### src/rtl/cpu_pkg.sv
// Shared CPU pipeline definitions: datapath widths, ALU opcodes and the
// control bits carried through the EX stage.
package cpu_pkg;

    localparam int unsigned XLEN    = 32;
    localparam int unsigned REG_AW  = 5;
    localparam int unsigned ALUOP_W = 4;

    localparam logic [ALUOP_W-1:0] ALU_ADD = 4'b0000;
    localparam logic [ALUOP_W-1:0] ALU_SUB = 4'b0001;
    localparam logic [ALUOP_W-1:0] ALU_AND = 4'b0010;
    localparam logic [ALUOP_W-1:0] ALU_OR  = 4'b0011;
    localparam logic [ALUOP_W-1:0] ALU_XOR = 4'b0100;
    localparam logic [ALUOP_W-1:0] ALU_SLT = 4'b1111;

    typedef struct packed {
        logic regwrite;
        logic memread;
        logic memwrite;
        logic memtoreg;
        logic branch;
    } ex_ctrl_t;

    // Side-effecting control bits are dropped for an empty decode slot;
    // memtoreg only steers the writeback mux, so it passes through.
    function automatic ex_ctrl_t qualify_ctrl(input logic valid, input ex_ctrl_t c);
        ex_ctrl_t q;
        q          = c;
        q.regwrite = c.regwrite & valid;
        q.memread  = c.memread  & valid;
        q.memwrite = c.memwrite & valid;
        q.branch   = c.branch   & valid;
        return q;
    endfunction

endpackage

### src/rtl/fwd_mux.sv
// Operand forwarding mux for one source register.
// Ports: i_idx (registered source index), i_rf_val (registered register-file
// value), i_exmem_* / i_memwb_* (producer index, write enable, result),
// o_val (forwarded operand). EX/MEM takes precedence over MEM/WB; index 0
// never forwards.
module fwd_mux #(
    parameter int unsigned XLEN   = 32,
    parameter int unsigned REG_AW = 5
) (
    input  logic [REG_AW-1:0] i_idx,
    input  logic [XLEN-1:0]   i_rf_val,
    input  logic [REG_AW-1:0] i_exmem_rd,
    input  logic              i_exmem_we,
    input  logic [XLEN-1:0]   i_exmem_val,
    input  logic [REG_AW-1:0] i_memwb_rd,
    input  logic              i_memwb_we,
    input  logic [XLEN-1:0]   i_memwb_val,
    output logic [XLEN-1:0]   o_val
);

    logic w_nonzero;
    logic w_hit_exmem;
    logic w_hit_memwb;

    assign w_nonzero   = (i_idx != '0);
    assign w_hit_exmem = i_exmem_we && (i_exmem_rd == i_idx) && w_nonzero;
    assign w_hit_memwb = i_memwb_we && (i_memwb_rd == i_idx) && w_nonzero;

    always_comb begin
        o_val = i_rf_val;
        if (w_hit_exmem) begin
            o_val = i_exmem_val;
        end else if (w_hit_memwb) begin
            o_val = i_memwb_val;
        end
    end

endmodule

### src/rtl/id_ex_stage.sv
// ID/EX pipeline register feeding the ALU. Latches decoded operands and
// control, forwards EX/MEM and MEM/WB results onto the registered operands,
// selects the immediate for data2 and detects load-use hazards.
// Ports:
//   clk, rst_n                      clock, async active-low reset
//   id_*                            decoded instruction from the ID stage
//   stall, flush                    global freeze / squash of the EX entry
//   exmem_*, memwb_*                forwarding producers
//   alu_data1, alu_data2, alu_op    ALU operands and operation
//   ex_store_data                   forwarded rs2 for stores
//   ex_rd, ex_valid, ex_<ctrl>      registered destination and control
//   hazard_stall                    hold PC and IF/ID this cycle
//   stall_count                     hazard cycle counter (ID_EX_STALL_CNT_EN only)
// Optional feature macro: ID_EX_STALL_CNT_EN adds a saturating counter of
// cycles with hazard_stall asserted.
module id_ex_stage
    import cpu_pkg::*;
#(
    parameter int unsigned XLEN   = cpu_pkg::XLEN,
    parameter int unsigned REG_AW = cpu_pkg::REG_AW
`ifdef ID_EX_STALL_CNT_EN
    ,
    parameter int unsigned STALL_CNT_W = 32
`endif
) (
    input  logic              clk,
    input  logic              rst_n,
    input  logic              id_valid,
    input  logic [XLEN-1:0]   id_rs1_val,
    input  logic [XLEN-1:0]   id_rs2_val,
    input  logic [XLEN-1:0]   id_imm,
    input  logic [REG_AW-1:0] id_rs1,
    input  logic [REG_AW-1:0] id_rs2,
    input  logic [REG_AW-1:0] id_rd,
    input  logic [3:0]        id_aluop,
    input  logic              id_alusrc,
    input  logic              id_regwrite,
    input  logic              id_memread,
    input  logic              id_memwrite,
    input  logic              id_memtoreg,
    input  logic              id_branch,
    input  logic              stall,
    input  logic              flush,
    input  logic [REG_AW-1:0] exmem_rd,
    input  logic              exmem_regwrite,
    input  logic [XLEN-1:0]   exmem_result,
    input  logic [REG_AW-1:0] memwb_rd,
    input  logic              memwb_regwrite,
    input  logic [XLEN-1:0]   memwb_result,
    output logic [XLEN-1:0]   alu_data1,
    output logic [XLEN-1:0]   alu_data2,
    output logic [3:0]        alu_op,
    output logic [XLEN-1:0]   ex_store_data,
    output logic [REG_AW-1:0] ex_rd,
    output logic              ex_valid,
    output logic              ex_regwrite,
    output logic              ex_memread,
    output logic              ex_memwrite,
    output logic              ex_memtoreg,
    output logic              ex_branch,
    output logic              hazard_stall
`ifdef ID_EX_STALL_CNT_EN
    ,
    output logic [STALL_CNT_W-1:0] stall_count
`endif
);

    logic              r_valid;
    ex_ctrl_t          r_ctrl;
    logic [XLEN-1:0]   r_rs1_val;
    logic [XLEN-1:0]   r_rs2_val;
    logic [XLEN-1:0]   r_imm;
    logic [REG_AW-1:0] r_rs1;
    logic [REG_AW-1:0] r_rs2;
    logic [REG_AW-1:0] r_rd;
    logic [3:0]        r_aluop;
    logic              r_alusrc;

    ex_ctrl_t          w_id_ctrl;
    logic              w_hazard;
    logic              w_bubble;
    logic [XLEN-1:0]   w_fwd_rs1;
    logic [XLEN-1:0]   w_fwd_rs2;

    assign w_id_ctrl = qualify_ctrl(id_valid, '{regwrite: id_regwrite,
                                                memread:  id_memread,
                                                memwrite: id_memwrite,
                                                memtoreg: id_memtoreg,
                                                branch:   id_branch});

    // Load in EX whose destination is read by the instruction now in decode.
    assign w_hazard = !flush && r_valid && r_ctrl.memread && (r_rd != '0) &&
                      id_valid && ((r_rd == id_rs1) || (r_rd == id_rs2));

    // Hazard bubbles are held off by stall; flush always wins.
    assign w_bubble = flush || (!stall && w_hazard);

    // Pipeline register: flush > stall > hazard bubble > capture.
    always_ff @(posedge clk or negedge rst_n) begin
        if (!rst_n) begin
            r_valid   <= 1'b0;
            r_ctrl    <= '0;
            r_rs1_val <= '0;
            r_rs2_val <= '0;
            r_imm     <= '0;
            r_rs1     <= '0;
            r_rs2     <= '0;
            r_rd      <= '0;
            r_aluop   <= ALU_ADD;
            r_alusrc  <= 1'b0;
        end else if (w_bubble) begin
            r_valid   <= 1'b0;
            r_ctrl    <= '0;
            r_rs1_val <= '0;
            r_rs2_val <= '0;
            r_imm     <= '0;
            r_rs1     <= '0;
            r_rs2     <= '0;
            r_rd      <= '0;
            r_aluop   <= ALU_ADD;
            r_alusrc  <= 1'b0;
        end else if (!stall) begin
            r_valid   <= id_valid;
            r_ctrl    <= w_id_ctrl;
            r_rs1_val <= id_rs1_val;
            r_rs2_val <= id_rs2_val;
            r_imm     <= id_imm;
            r_rs1     <= id_rs1;
            r_rs2     <= id_rs2;
            r_rd      <= id_rd;
            r_aluop   <= id_aluop;
            r_alusrc  <= id_alusrc;
        end
    end

    fwd_mux #(.XLEN(XLEN), .REG_AW(REG_AW)) u_fwd_rs1 (
        .i_idx       (r_rs1),
        .i_rf_val    (r_rs1_val),
        .i_exmem_rd  (exmem_rd),
        .i_exmem_we  (exmem_regwrite),
        .i_exmem_val (exmem_result),
        .i_memwb_rd  (memwb_rd),
        .i_memwb_we  (memwb_regwrite),
        .i_memwb_val (memwb_result),
        .o_val       (w_fwd_rs1)
    );

    fwd_mux #(.XLEN(XLEN), .REG_AW(REG_AW)) u_fwd_rs2 (
        .i_idx       (r_rs2),
        .i_rf_val    (r_rs2_val),
        .i_exmem_rd  (exmem_rd),
        .i_exmem_we  (exmem_regwrite),
        .i_exmem_val (exmem_result),
        .i_memwb_rd  (memwb_rd),
        .i_memwb_we  (memwb_regwrite),
        .i_memwb_val (memwb_result),
        .o_val       (w_fwd_rs2)
    );

    assign alu_data1     = w_fwd_rs1;
    assign alu_data2     = r_alusrc ? r_imm : w_fwd_rs2;
    assign ex_store_data = w_fwd_rs2;
    assign alu_op        = r_aluop;
    assign ex_rd         = r_rd;
    assign ex_valid      = r_valid;
    assign ex_regwrite   = r_ctrl.regwrite;
    assign ex_memread    = r_ctrl.memread;
    assign ex_memwrite   = r_ctrl.memwrite;
    assign ex_memtoreg   = r_ctrl.memtoreg;
    assign ex_branch     = r_ctrl.branch;
    assign hazard_stall  = w_hazard;

`ifdef ID_EX_STALL_CNT_EN
    logic [STALL_CNT_W-1:0] r_stall_cnt;

    // Saturating count of hazard cycles; only reset clears it.
    always_ff @(posedge clk or negedge rst_n) begin
        if (!rst_n) begin
            r_stall_cnt <= '0;
        end else if (w_hazard && !(&r_stall_cnt)) begin
            r_stall_cnt <= r_stall_cnt + STALL_CNT_W'(1);
        end
    end

    assign stall_count = r_stall_cnt;
`endif

endmodule

### config.mk
export PLATFORM = sky130hd
export DESIGN_NAME = id_ex_stage
export DESIGN_NICKNAME = d
export VERILOG_FILES = /design/src/rtl/cpu_pkg.sv /design/src/rtl/fwd_mux.sv /design/src/rtl/id_ex_stage.sv
export SDC_FILE = /design/constraint.sdc
export NUM_CORES = 1
export LEC_CHECK = 0
export CORE_UTILIZATION = 47
export CTS_BUF_LIST = sky130_fd_sc_hd__clkbuf_8 sky130_fd_sc_hd__clkbuf_16
export DETAILED_ROUTE_END_ITERATION = 7
export PLACE_DENSITY_LB_ADDON = 0.25
export SLEW_MARGIN = 15
export SYNTH_ARGS = -nofsm -noshare
export SYNTH_HDL_FRONTEND = slang
export SYNTH_SLANG_ARGS = --single-unit
### constraint.sdc
create_clock -name clk -period 3.3 [get_ports clk]
set_clock_uncertainty 0.1 [all_clocks]
set_input_delay 0.495 -clock clk [delete_from_list [all_inputs] [get_ports clk]]
set_output_delay 0.495 -clock clk [all_outputs]
set_load 0.1 [all_outputs]
==> Yosys cells after proc, flatten, opt, wreduce, memory -nomap -nowiden <==
Cells that the tools add are included.
{ "word_totals": {"out_inout_bits": 112, "word_cells": 71, "in_bits": 202, "ff_bits": 122} }
{ "op_classes": {"n_eq_ne": 7, "n_reduce_logical": 21, "bitwise": 4, "mux": 25} }
{ "ops": {"columns": ["operator", "n"], "rows": [
  ["32-bit two-way mux", 11],
  ["5-bit two-way mux", 8],
  ["5-bit == test", 6],
  ["5-bit nonzero test", 3],
  ["1-bit logical AND", 14],
  ["4-bit two-way mux", 2],
  ["1-bit bitwise AND", 4],
  ["1-bit two-way mux", 4],
  ["1-bit logical NOT", 2],
  ["1-bit logical OR", 2],
  ["2-bit by 1-bit inequality test with 1-bit output, second input constant", 1]
]} }

==> Depth between registers and ports, before layout <==
Gate-level depths: netlist (run 1).
{ "depth": {"ltp_word": 9, "ltp_mapped": 8, "depth_no_buf": 6} }

==> Hierarchy <==
Synthesis (run 1) repeated with hierarchy kept, for this count alone.
{ "hier_totals": {"cells_unflattened": 759, "hier_area_um2": 7460.9} }
{ "modules_own_cells": {"columns": ["module", "area_each_um2", "cells_per_inst", "n_inst", "seq_area_each_um2"], "rows": [
  ["id_ex_stage", 5153.7, 363, 1, 3052.9],
  ["fwd_mux", 1153.6, 198, 2, 0.0]
]} }

==> Worst setup path before layout (run 1) <==
OpenSTA, ideal clock, no wires.
{ "synth_path": {"path_type": "flip-flop to output port", "from": "register r_rs2[3]", "to": "output alu_data2[10]", "setup_slack_ns": -1.256, "path_stages_with_launch": 7, "n_path_buf": 1, "arrival_ns": 3.961, "required_ns": 2.705, "path_cell_list": "dfrtp_1 -> or4_4 -> nor2_1 -> buf_2 -> o31ai_1 -> a31oi_1 -> mux2_2"} }
{ "synth_between": {"elab_chain_cells": 6, "word_cells_on_any_way": 10, "classes_between": "eq/ne (2); mux (3); reduce/logical (5)"} }
{ "synth_rtl": {"columns": ["element", "line_no", "rtl"], "rows": [
  ["from (decl)", "id_ex_stage.sv:74", "logic [REG_AW-1:0] r_rs2;"],
  ["from (signal assigned)", "id_ex_stage.sv:129", "r_rs2 <= id_rs2;"],
  ["5-bit == test", "fwd_mux.sv:27", "assign w_hit_memwb = i_memwb_we && (i_memwb_rd == i_idx) && w_nonzero;"],
  ["1-bit logical AND (2 in a row)", "fwd_mux.sv:27", null],
  ["32-bit two-way mux", "fwd_mux.sv:33", "end else if (w_hit_memwb) begin"],
  ["32-bit two-way mux (*)", "fwd_mux.sv:31", "if (w_hit_exmem) begin"],
  ["net ex_store_data[10]", "id_ex_stage.sv:53", "output logic [XLEN-1:0] ex_store_data,"],
  ["32-bit two-way mux (*)", "id_ex_stage.sv:161", "assign alu_data2 = r_alusrc ? r_imm : w_fwd_rs2;"],
  ["to (decl)", "id_ex_stage.sv:51", "output logic [XLEN-1:0] alu_data2,"]
]} }
The timed path passes the listed nets; every way through them passes the cells marked *.

==> Worst setup path after layout (run 1) <==
{ "layout_path": {"from": "register r_rs2[1]", "to": "output alu_data2[9]"} }
{ "layout_between": {"elab_chain_cells": 6, "word_cells_on_any_way": 10, "classes_between": "eq/ne (2); mux (3); reduce/logical (5)"} }
{ "layout_rtl": {"columns": ["element", "line_no"], "rows": [
  ["5-bit == test", "fwd_mux.sv:27"],
  ["1-bit logical AND (2 in a row)", "fwd_mux.sv:27"],
  ["32-bit two-way mux", "fwd_mux.sv:33"],
  ["32-bit two-way mux (*)", "fwd_mux.sv:31"],
  ["32-bit two-way mux (*)", "id_ex_stage.sv:161"]
]} }
Mark *: on every way between the ends. The rest lies on a longest branch, timed or not.

==> results of run 1 <==
-- critical path, cell delays in order, from the launching register on --
cell and delay, ns:
sky130_fd_sc_hd__dfrtp_2 0.41, sky130_fd_sc_hd__buf_4 0.14, sky130_fd_sc_hd__buf_4 0.15, sky130_fd_sc_hd__xnor2_2 0.17
sky130_fd_sc_hd__buf_4 0.37, sky130_fd_sc_hd__and3_1 0.25, sky130_fd_sc_hd__nand3_1 0.18, sky130_fd_sc_hd__a31oi_4 0.38
sky130_fd_sc_hd__mux2_4 0.27, sky130_fd_sc_hd__buf_12 0.18
-- cells in the mapped netlist --
master and count:
sky130_fd_sc_hd__a21oi_1 1, sky130_fd_sc_hd__a31oi_1 32, sky130_fd_sc_hd__a32o_1 40, sky130_fd_sc_hd__and3_1 32, sky130_fd_sc_hd__and4_1 1, sky130_fd_sc_hd__buf_1 2
sky130_fd_sc_hd__buf_2 9, sky130_fd_sc_hd__buf_4 3, sky130_fd_sc_hd__clkbuf_1 82, sky130_fd_sc_hd__dfrtp_1 122, sky130_fd_sc_hd__inv_1 11, sky130_fd_sc_hd__mux2_2 32
sky130_fd_sc_hd__mux2i_1 32, sky130_fd_sc_hd__nand2_1 104, sky130_fd_sc_hd__nand2b_1 1, sky130_fd_sc_hd__nand3_1 35, sky130_fd_sc_hd__nand3b_1 82, sky130_fd_sc_hd__nand4_1 4
sky130_fd_sc_hd__nor2_1 4, sky130_fd_sc_hd__nor2b_1 3, sky130_fd_sc_hd__nor3_1 35, sky130_fd_sc_hd__nor4_2 2, sky130_fd_sc_hd__o211ai_2 1, sky130_fd_sc_hd__o21ai_0 104
sky130_fd_sc_hd__o21ai_1 1, sky130_fd_sc_hd__o31ai_1 32, sky130_fd_sc_hd__o41ai_1 10, sky130_fd_sc_hd__or2_1 2, sky130_fd_sc_hd__or4_1 1, sky130_fd_sc_hd__or4_4 1
sky130_fd_sc_hd__xnor2_1 22, sky130_fd_sc_hd__xor2_1 8
-- through the flow --
step	util (%)	area (um2)	setup TNS, ns
5_1_grt	87.0	13800	-2.33
3_5_place_dp	80.9	12800	0
6_report	87.0	13800	-0.761
4_1_cts	85.5	13500	-0.471
2_1_floorplan	-	8280	-0.526
3_3_place_gp	80.9	12800	0
-- final cells by class --
type	instances	area, um2
Antenna cell	2	5.00
Clock buffer	17	425
Clock inverter	15	139
Fill cell	744	2060
Inverter	11	41.3
Multi-Input combinational cell	622	5010
Sequential cell	122	3060
Tap cell	216	270
Timing Repair Buffer	377	4820
-- final timing paths --
kind	startpoint	to	slack [ns]	depth (start not counted)
setup reg to reg	ex_rd[0]$_DFFE_PN0P_	r_rs1_val[6]$_DFFE_PN0P_	1.13	7
hold / removal	rst_n	r_rs1[0]$_DFFE_PN0P_	-0.006	1
max in group asynchronous	rst_n	r_rs2[1]$_DFFE_PN0P_	2.33	2
setup / recovery	r_rs2[1]$_DFFE_PN0P_	alu_data2[9]	-0.23	9
hold reg to reg	alu_op[2]$_DFFE_PN0P_	alu_op[2]$_DFFE_PN0P_	0.39	1
min in group clk	alu_op[2]$_DFFE_PN0P_	alu_op[2]$_DFFE_PN0P_	0.39	1
-- routing by layer --
layer / track usage (%) / vias to the layer above / wire (um)
li1: - / 3744 / -
met1: 44.8 / 4298 / 12100
met2: 66.8 / 653 / 16600
met3: 11.1 / 177 / 3630
met4: 25.3 / 0 / 1850
met5: 0 / - / 0
-- registers in the layout (all words and copies together) (netlist names) --
name	count
r_rs2_val	32
alu_op	4
ex_rd	5
ex_memwrite	1
r_rs1_val	32
ex_valid	1
ex_branch	1
ex_memread	1
r_rs2	5
r_imm	32
r_alusrc	1
r_rs1	5
ex_regwrite	1
ex_memtoreg	1
-- power groups by stage --
| stage | Combinational (mW) | Clock (mW) | Sequential (mW) |
|---|---|---|---|
| after floorplan | 1.16 | 0 | 1.72 |
| after global placement | 2.11 | 0 | 1.67 |
| after detailed placement | 2.14 | 0 | 1.67 |
| after CTS | 2.17 | 1.81 | 1.65 |
| after global routing | 2.32 | 1.88 | 1.66 |
| final | 2.25 | 1.81 | 1.65 |
-- cells by family after synthesis --
| family | Yosys count |
|---|---|
| buf+inv | 107 |
| simple gates | 307 |
| flops | 122 |
| xor+xnor | 30 |
| compound gates | 221 |
| mux | 64 |
-- cells in the final DEF, fill, tap and decap left out, drive strengths merged, types with 32 or more instances in the layout --
master / synthesis / final
nand3: 35 / 35
clkdlybuf4s50: 0 / 204
mux2i: 32 / 32
a31oi: 32 / 32
mux2: 32 / 32
nand2: 104 / 104
nand3b: 82 / 82
dfrtp: 122 / 122
and3: 32 / 32
o31ai: 32 / 32
o21ai: 105 / 105
a32o: 40 / 40
buf: 14 / 171
nor3: 35 / 35
-- timing repair --
action,CTS,global route
gates resized for setup,4,31
buffers inserted,10,7
setup endpoints to repair,32,44
cloned,2,3
pin swaps,7,20
==> results.md, run 1 <==
Synthesis:
- The synthesized netlist devotes 3.47% of its cell area to XOR and XNOR gates.
- The dominant combinational cell family by area after synthesis is simple AND/OR/NAND/NOR gates.
- The synthesized netlist net count is 1,053.
- In the synthesized netlist, mux cells make up under 10% of the area.
- The post-synthesis sequential element count is 122.
- In this run the biggest area consumer among cell types represents 40.3% of the synthesized area.
- After Yosys synthesis, and, or, nand and nor cells account for 22.3% of the synthesized area.
- Sequential elements use 40.3% of the synthesized area.
- The cell area that synthesis handed to floorplanning was between 0.007 and 0.008 mm2.
- Synthesis handed over a netlist of about 850 instances.
- The most area-hungry cell type in the Yosys netlist is sky130_fd_sc_hd__dfrtp_1.
- The arithmetic-cell share of the synthesized area counting full adders, half adders and majority gates is 0%.
- Yosys mapped the design onto 32 distinct sky130hd cell types.
- By area the synthesized netlist is led by sky130_fd_sc_hd__dfrtp_1, sky130_fd_sc_hd__nand3b_1, sky130_fd_sc_hd__o21ai_0.
- The post-synthesis area per instance is ~8.9 um2.
- The warning count from the yosys run is 0.
- The synthesized netlist devotes 19.4% of its cell area to compound gates.

Detailed routing:
- In the final routed layout, each cell accounts on average for 24.7 um.
- The total via count in the routed design is around 8,900.
- The routed via count divided by cell count is 6.42.
- The post-detailed-routing wire length is 34,200 um.
- The residual antenna-violating net count after detailed routing is 0.
- The detailed router's first-iteration violation count is 991.
- The first TritonRoute pass finished after 6 iterations.
- For this run, design rule violations remaining after detail routing come to 0.

Clock network:
- Buffers inserted to repair hold after CTS numbered 0.
- The clock edge transition at the registers on the reported setup and hold paths is around 0.06 ns.
- The clock reaches the later pin of the worst-skew pair after 0.42 ns.
- The root buffer cell chosen for the clock tree is sky130_fd_sc_hd__clkbuf_16.
- The number of H-tree levels is 4.
- The number of buffers on the longest clock path is 2.
- The clock sink total is approximately 120.
- TritonCTS built the clock tree.
- Counting the buffers created by CTS gives 17.

Pwr:
- Of the total power, the share spent switching nets is 37.4%.
- Registers are responsible for 28.9% of the overall power.
- In this run the static leakage power is 5.37 nW.
- The switching power is 2.14 mW.
- The internal power of the cells totals 3.58 mW.
- Of the total power, the clock network draws 31.7%.
- The power per standard cell area is 415 mW/mm2.
- The worst-case IR drop observed on VDD is ~0.4 mV.
- The logic gate share of total power is 39.4%.
- The total power is 5.72 mW.

GRT:
- The sum of overflow across all layers after global routing is 0.
- The global router's overall resource usage is 39.8%.
- The number of global-route vias before repair was approximately 9,000.
- The first global-routing pass estimated 49,800 um of wire.
- The initial antenna violation count is 2.
- Entering global routing, the biggest net connects 108 pins.

Critical path:
- The required arrival time at the worst endpoint is 2.70 ns.
- At the worst endpoint, the arrival time is 2.93 ns.
- The element type at the critical path end is an output pin.
- The setup path with the least slack is of type reg2out.
- The largest driver fanout on the critical path is 32.
- The startpoint type of the worst setup path is a register.

Min path:
- The type of the tightest min-delay check is in2async.

Timing:
- The final count of hold timing violations is 14.
- Timing would allow up to 283 MHz.
- Headroom to the max-slew limit came out at 32.6%.
- The final period utilization is 107%.
- The final critical path time including I/O delays and setup is approximately 3.5 ns.
- The number of pins with negative max-slew slack in the final report is 0.
- The worst-case hold slack is -0.00650 ns.
- At the pin with the least slew margin, the transition time is 1.01 ns.
- Setup repair after global routing could not meet its margin everywhere.
- Setup violations remaining at the end of the flow were counted as 19.
- Setup slack on the critical path of the routed design comes to -0.230 ns.

Floorplanning:
- The effective utilization at floorplan is 47.9%.
- The area enclosed by the die boundary is 0.0166 mm2.
- The die is about 130 um tall.
- During I/O placement, the number of pins put on the boundary was between 300 and 400.
- The floorplan step defined a core boundary enclosing 0.0158 mm2.
- In this run the core area contains 46 standard-cell rows.
- The die boundary width is about 130 um.

Status:
- The flow ran to the end, but the final reports show violations.
- The final reports fail on hold timing, setup timing.

Placement:
- The routability congestion estimate from global placement is roughly 0.85.
- The number of buffers added on ports is 313.
- At the placement stage, the worst setup path has a slack of 0.0104 ns.
- Detailed placement finished with a half-perimeter wire length of roughly 21,000 um.
- The number of placed cells counting well taps is 1,332.

Cells and area:
- After the last flow step, the layout net total stands at 1,353.
- From synthesis to final layout, the design area changed by 81.7%.
- The post-route netlist has 28.8% of its cells at a drive strength greater than 1.
- For this run, the number of standard cells in the final layout without fillers is 1,382.

Run:
- Max-cap violations in this run came to 0.
Power figures use the tool's default switching activity.
==> inputs of run 2 (changes only) <==
- CTS_CLUSTER_SIZE: default -> 14
- clock period: 3.3 -> 4.6 ns (I/O delays scaled with it)
==> results.md, run 2 (synthesized netlist as in run 1, its figures left out) <==
Detailed routing:
- The routed via count divided by cell count came to 6.20 (-3.5%).
- The residual antenna-violating net count after detailed routing is 0 (unchanged).
- The detailed-routing iteration count for the pre-antenna-repair pass came to 5 (-1).
- The post-detailed-route DRC marker count is 0 (unchanged).
- The detailed router's first-iteration violation count came to 890 (-10%).
- The total via count in the routed design is 8,272 (-6.8%).
- The post-detailed-routing wire length is 30,100 um (-12%).
- The detailed-route wire length per cell is 22.6 um (-8.8%).

Cells and area:
- The sequential cell area is 0.00305 mm2 (about the same).
- The combined area of the multi-input logic cells came to 0.00436 mm2 (-13%).
- The final-stage net count was 1,306 (-3.5%).
- Compared with the post-synthesis result, the final layout area differs by 65.7%.
- The library cell used most frequently in the layout, excluding fill and tap cells, is sky130_fd_sc_hd__clkdlybuf4s50_1.
- The number of fill cells in the layout came to 1,018 (+37%).
- The final cell area excluding filler cells was 0.0126 mm2 (-8.8%).
- The number of cells in the finished layout apart from fillers is 1,335 (-3.4%).
- The largest registers in the layout are r_imm: 32 flops, r_rs1_val: 32 flops, r_rs2_val: 32 flops.
- The share of final-layout standard cells stronger than drive strength 1 came to 19.9% (-8.9 points).
- The library cells used most frequently in the layout, excluding fill and tap cells, are sky130_fd_sc_hd__clkdlybuf4s50_1, sky130_fd_sc_hd__dfrtp_1, sky130_fd_sc_hd__nand2_1.
- The share of the core filled with cells in the final layout was 79.3% (-7.7 points).

Floorplanning:
- The die outline height is 129 um (unchanged).
- The area enclosed by the die boundary is 0.0166 mm2 (unchanged).
- The effective utilization at floorplan is 47.9% (unchanged).
- The number of cell rows is 46 (unchanged).
- The area of the core is 0.0158 mm2 (unchanged).
- The number of top-level pins was 314 (unchanged).
- The die boundary width is 129 um (unchanged).

Critical path:
- The largest driver fanout on the critical path came to 32 (unchanged).
- The cell count of the worst reg-to-reg path is 7 (unchanged).
- The arrival time of the worst setup path is 3.44 ns (+0.51 ns).
- In this run the critical register-to-register path is captured at r_rs2_val[25]$_DFFE_PN0P_.
- The element type at the critical path end is an output pin.
- The slack of the worst reg-to-reg path is 1.94 ns (+0.81 ns).
- The startpoint type of the worst setup path is a register.
- The delay of the slowest cell on the worst path came to 0.83 ns (+0.42 ns).
- The number of cells on the critical path is 6 (-3).
- The critical path goes through or4_4 > o211ai_4 > or2_2 > a31oi_1 > mux2_2 > buf_12.
- The number of buffers and inverters on the critical path is 1 (-3).
- For this design, the slowest cell found on the critical path is sky130_fd_sc_hd__or2_2.
- Broken down by cell family, the worst path's largest delay share belongs to simple AND/OR/NAND/NOR gates.
- The worst reg2reg path startpoint is ex_rd[4]$_DFFE_PN0P_.
- The critical path class is reg2out.
- The required arrival time at the worst endpoint is 3.81 ns (+1.11 ns).

Timing:
- The worst-case hold slack is 0.250 ns (+0.256 ns).
- The final count of hold timing violations is 0 (-14).
- The worst slew margin relative to its limit is 27.8% (-4.8 points).
- The worst setup slack after layout is 0.366 ns (+0.595 ns).
- Setup repair after global routing left no endpoint under its margin.
- The final critical path takes up 92.0% of the cycle.
- Derived from the worst setup path, the maximum achievable clock frequency is 236 MHz.
- The setup TNS was 0 ns (+0.761 ns).
- The number of pins with negative max-slew slack in the final report is 0 (unchanged).
- The slew of the pin with the lowest slew margin is 1.08 ns (+0.0720 ns).
- The final setup violation count is 0 (-19).
- The final critical path time including I/O delays and setup is 4.23 ns.

Pwr:
- The peak supply drop came to 0.257 mV (-38%).
- The total power is 3.92 mW (-32%).
- The leakage power summed over all cells was 4.86 nW (-9.4%).
- The power per standard cell area came to 312 mW/mm2 (-25%).

GRT:
- The first-pass GRT wire length is 45,900 um (-7.7%).
- The global router's overall resource usage was 36.8% (-3.0 points).
- The sum of overflow across all layers after global routing is 0 (unchanged).
- The largest net degree at the start of global routing was 100 (-7.4%).
- The number of global-route vias before repair is 8,150 (-8.9%).
- The initial antenna violation count came to 1 (-1).

Placement:
- The number of buffers added on ports is 313 (unchanged).
- The placed instance area is 0.0120 mm2 (-6.4%).
- The number of placed cells counting well taps is 1,301 (-2.3%).
- The post-place setup slack is 0.533 ns (+0.523 ns).
- The detailed placement HPWL is 19,900 um (-5.3%).
- The routability congestion estimate from global placement is 0.844 (-0.24%).

Clock network:
- The tree is rooted in a sky130_fd_sc_hd__clkbuf_16.
- The clock sink total was 122 (unchanged).
- The hold buffer count at cts was 0 (unchanged).
- TritonCTS built the clock tree.
- The number of buffers on the longest clock path is 2 (unchanged).
- The insertion delay to the later sink of the worst-skew pair is 0.43 ns (about the same).
- The number of CTS-inserted buffers is 17 (unchanged).
- The clock edge transition at the registers on the reported setup and hold paths was 0.05 ns (about the same).
- The number of H-tree levels came to 4 (unchanged).
- The post-cts sizing count is 0 (-4).
- The buffers inserted during post-CTS setup optimization is 0 (-10).

Status:
- The flow ran to the end, and the final reports show no timing, DRC or antenna violations.

Run:
- The count of maximum capacitance violations was 0 (unchanged).

Min path:
- The type of the tightest min-delay check is in2async.
run 2: how the worst max path moves through the flow:
stage / slack (ns) / end / startpoint
floorplan: 0.07 / alu_data2[31] / r_rs2[3]$_DFFE_PN0P_
global placement: 0.61 / alu_data2[17] / memwb_rd[0]
detailed placement: 0.53 / alu_data2[15] / memwb_rd[0]
CTS: 0.40 / alu_data2[26] / r_rs2[3]$_DFFE_PN0P_
global route: 0.29 / alu_data2[25] / r_rs2[3]$_DFFE_PN0P_
finish: 0.37 / alu_data2[31] / r_rs2[3]$_DFFE_PN0P_
run 2: area by class of cell:
cell class | count | share of cell area (%)
Timing Repair Buffer | 330 | 34.0
Multi-Input combinational cell | 622 | 34.7
Tap cell | 216 | 2.15
Clock buffer | 21 | 3.83
Inverter | 11 | 0.329
Antenna cell | 2 | 0.0399
Sequential cell | 122 | 24.3
Clock inverter | 11 | 0.628
run 2: metal layers:
metal | vias up | GRT usage (%) | share of wire [%]
li1 | 3657 | - | -
met1 | 4019 | 44.6 | 37
met2 | 508 | 59.9 | 49
met3 | 88 | 10.8 | 10
met4 | 0 | 18.2 | 3.6
met5 | - | 0 | 0
run 2: where the power goes:
group / switching [mW] / total (mW) / internal (mW) / leakage, nW
Combinational: 0.897 / 1.45 / 0.553 / 2.95
Sequential: 0.0549 / 1.19 / 1.13 / 1.62
Clock: 0.491 / 1.28 / 0.787 / 0.292
Total: 1.44 / 3.92 / 2.47 / 4.86
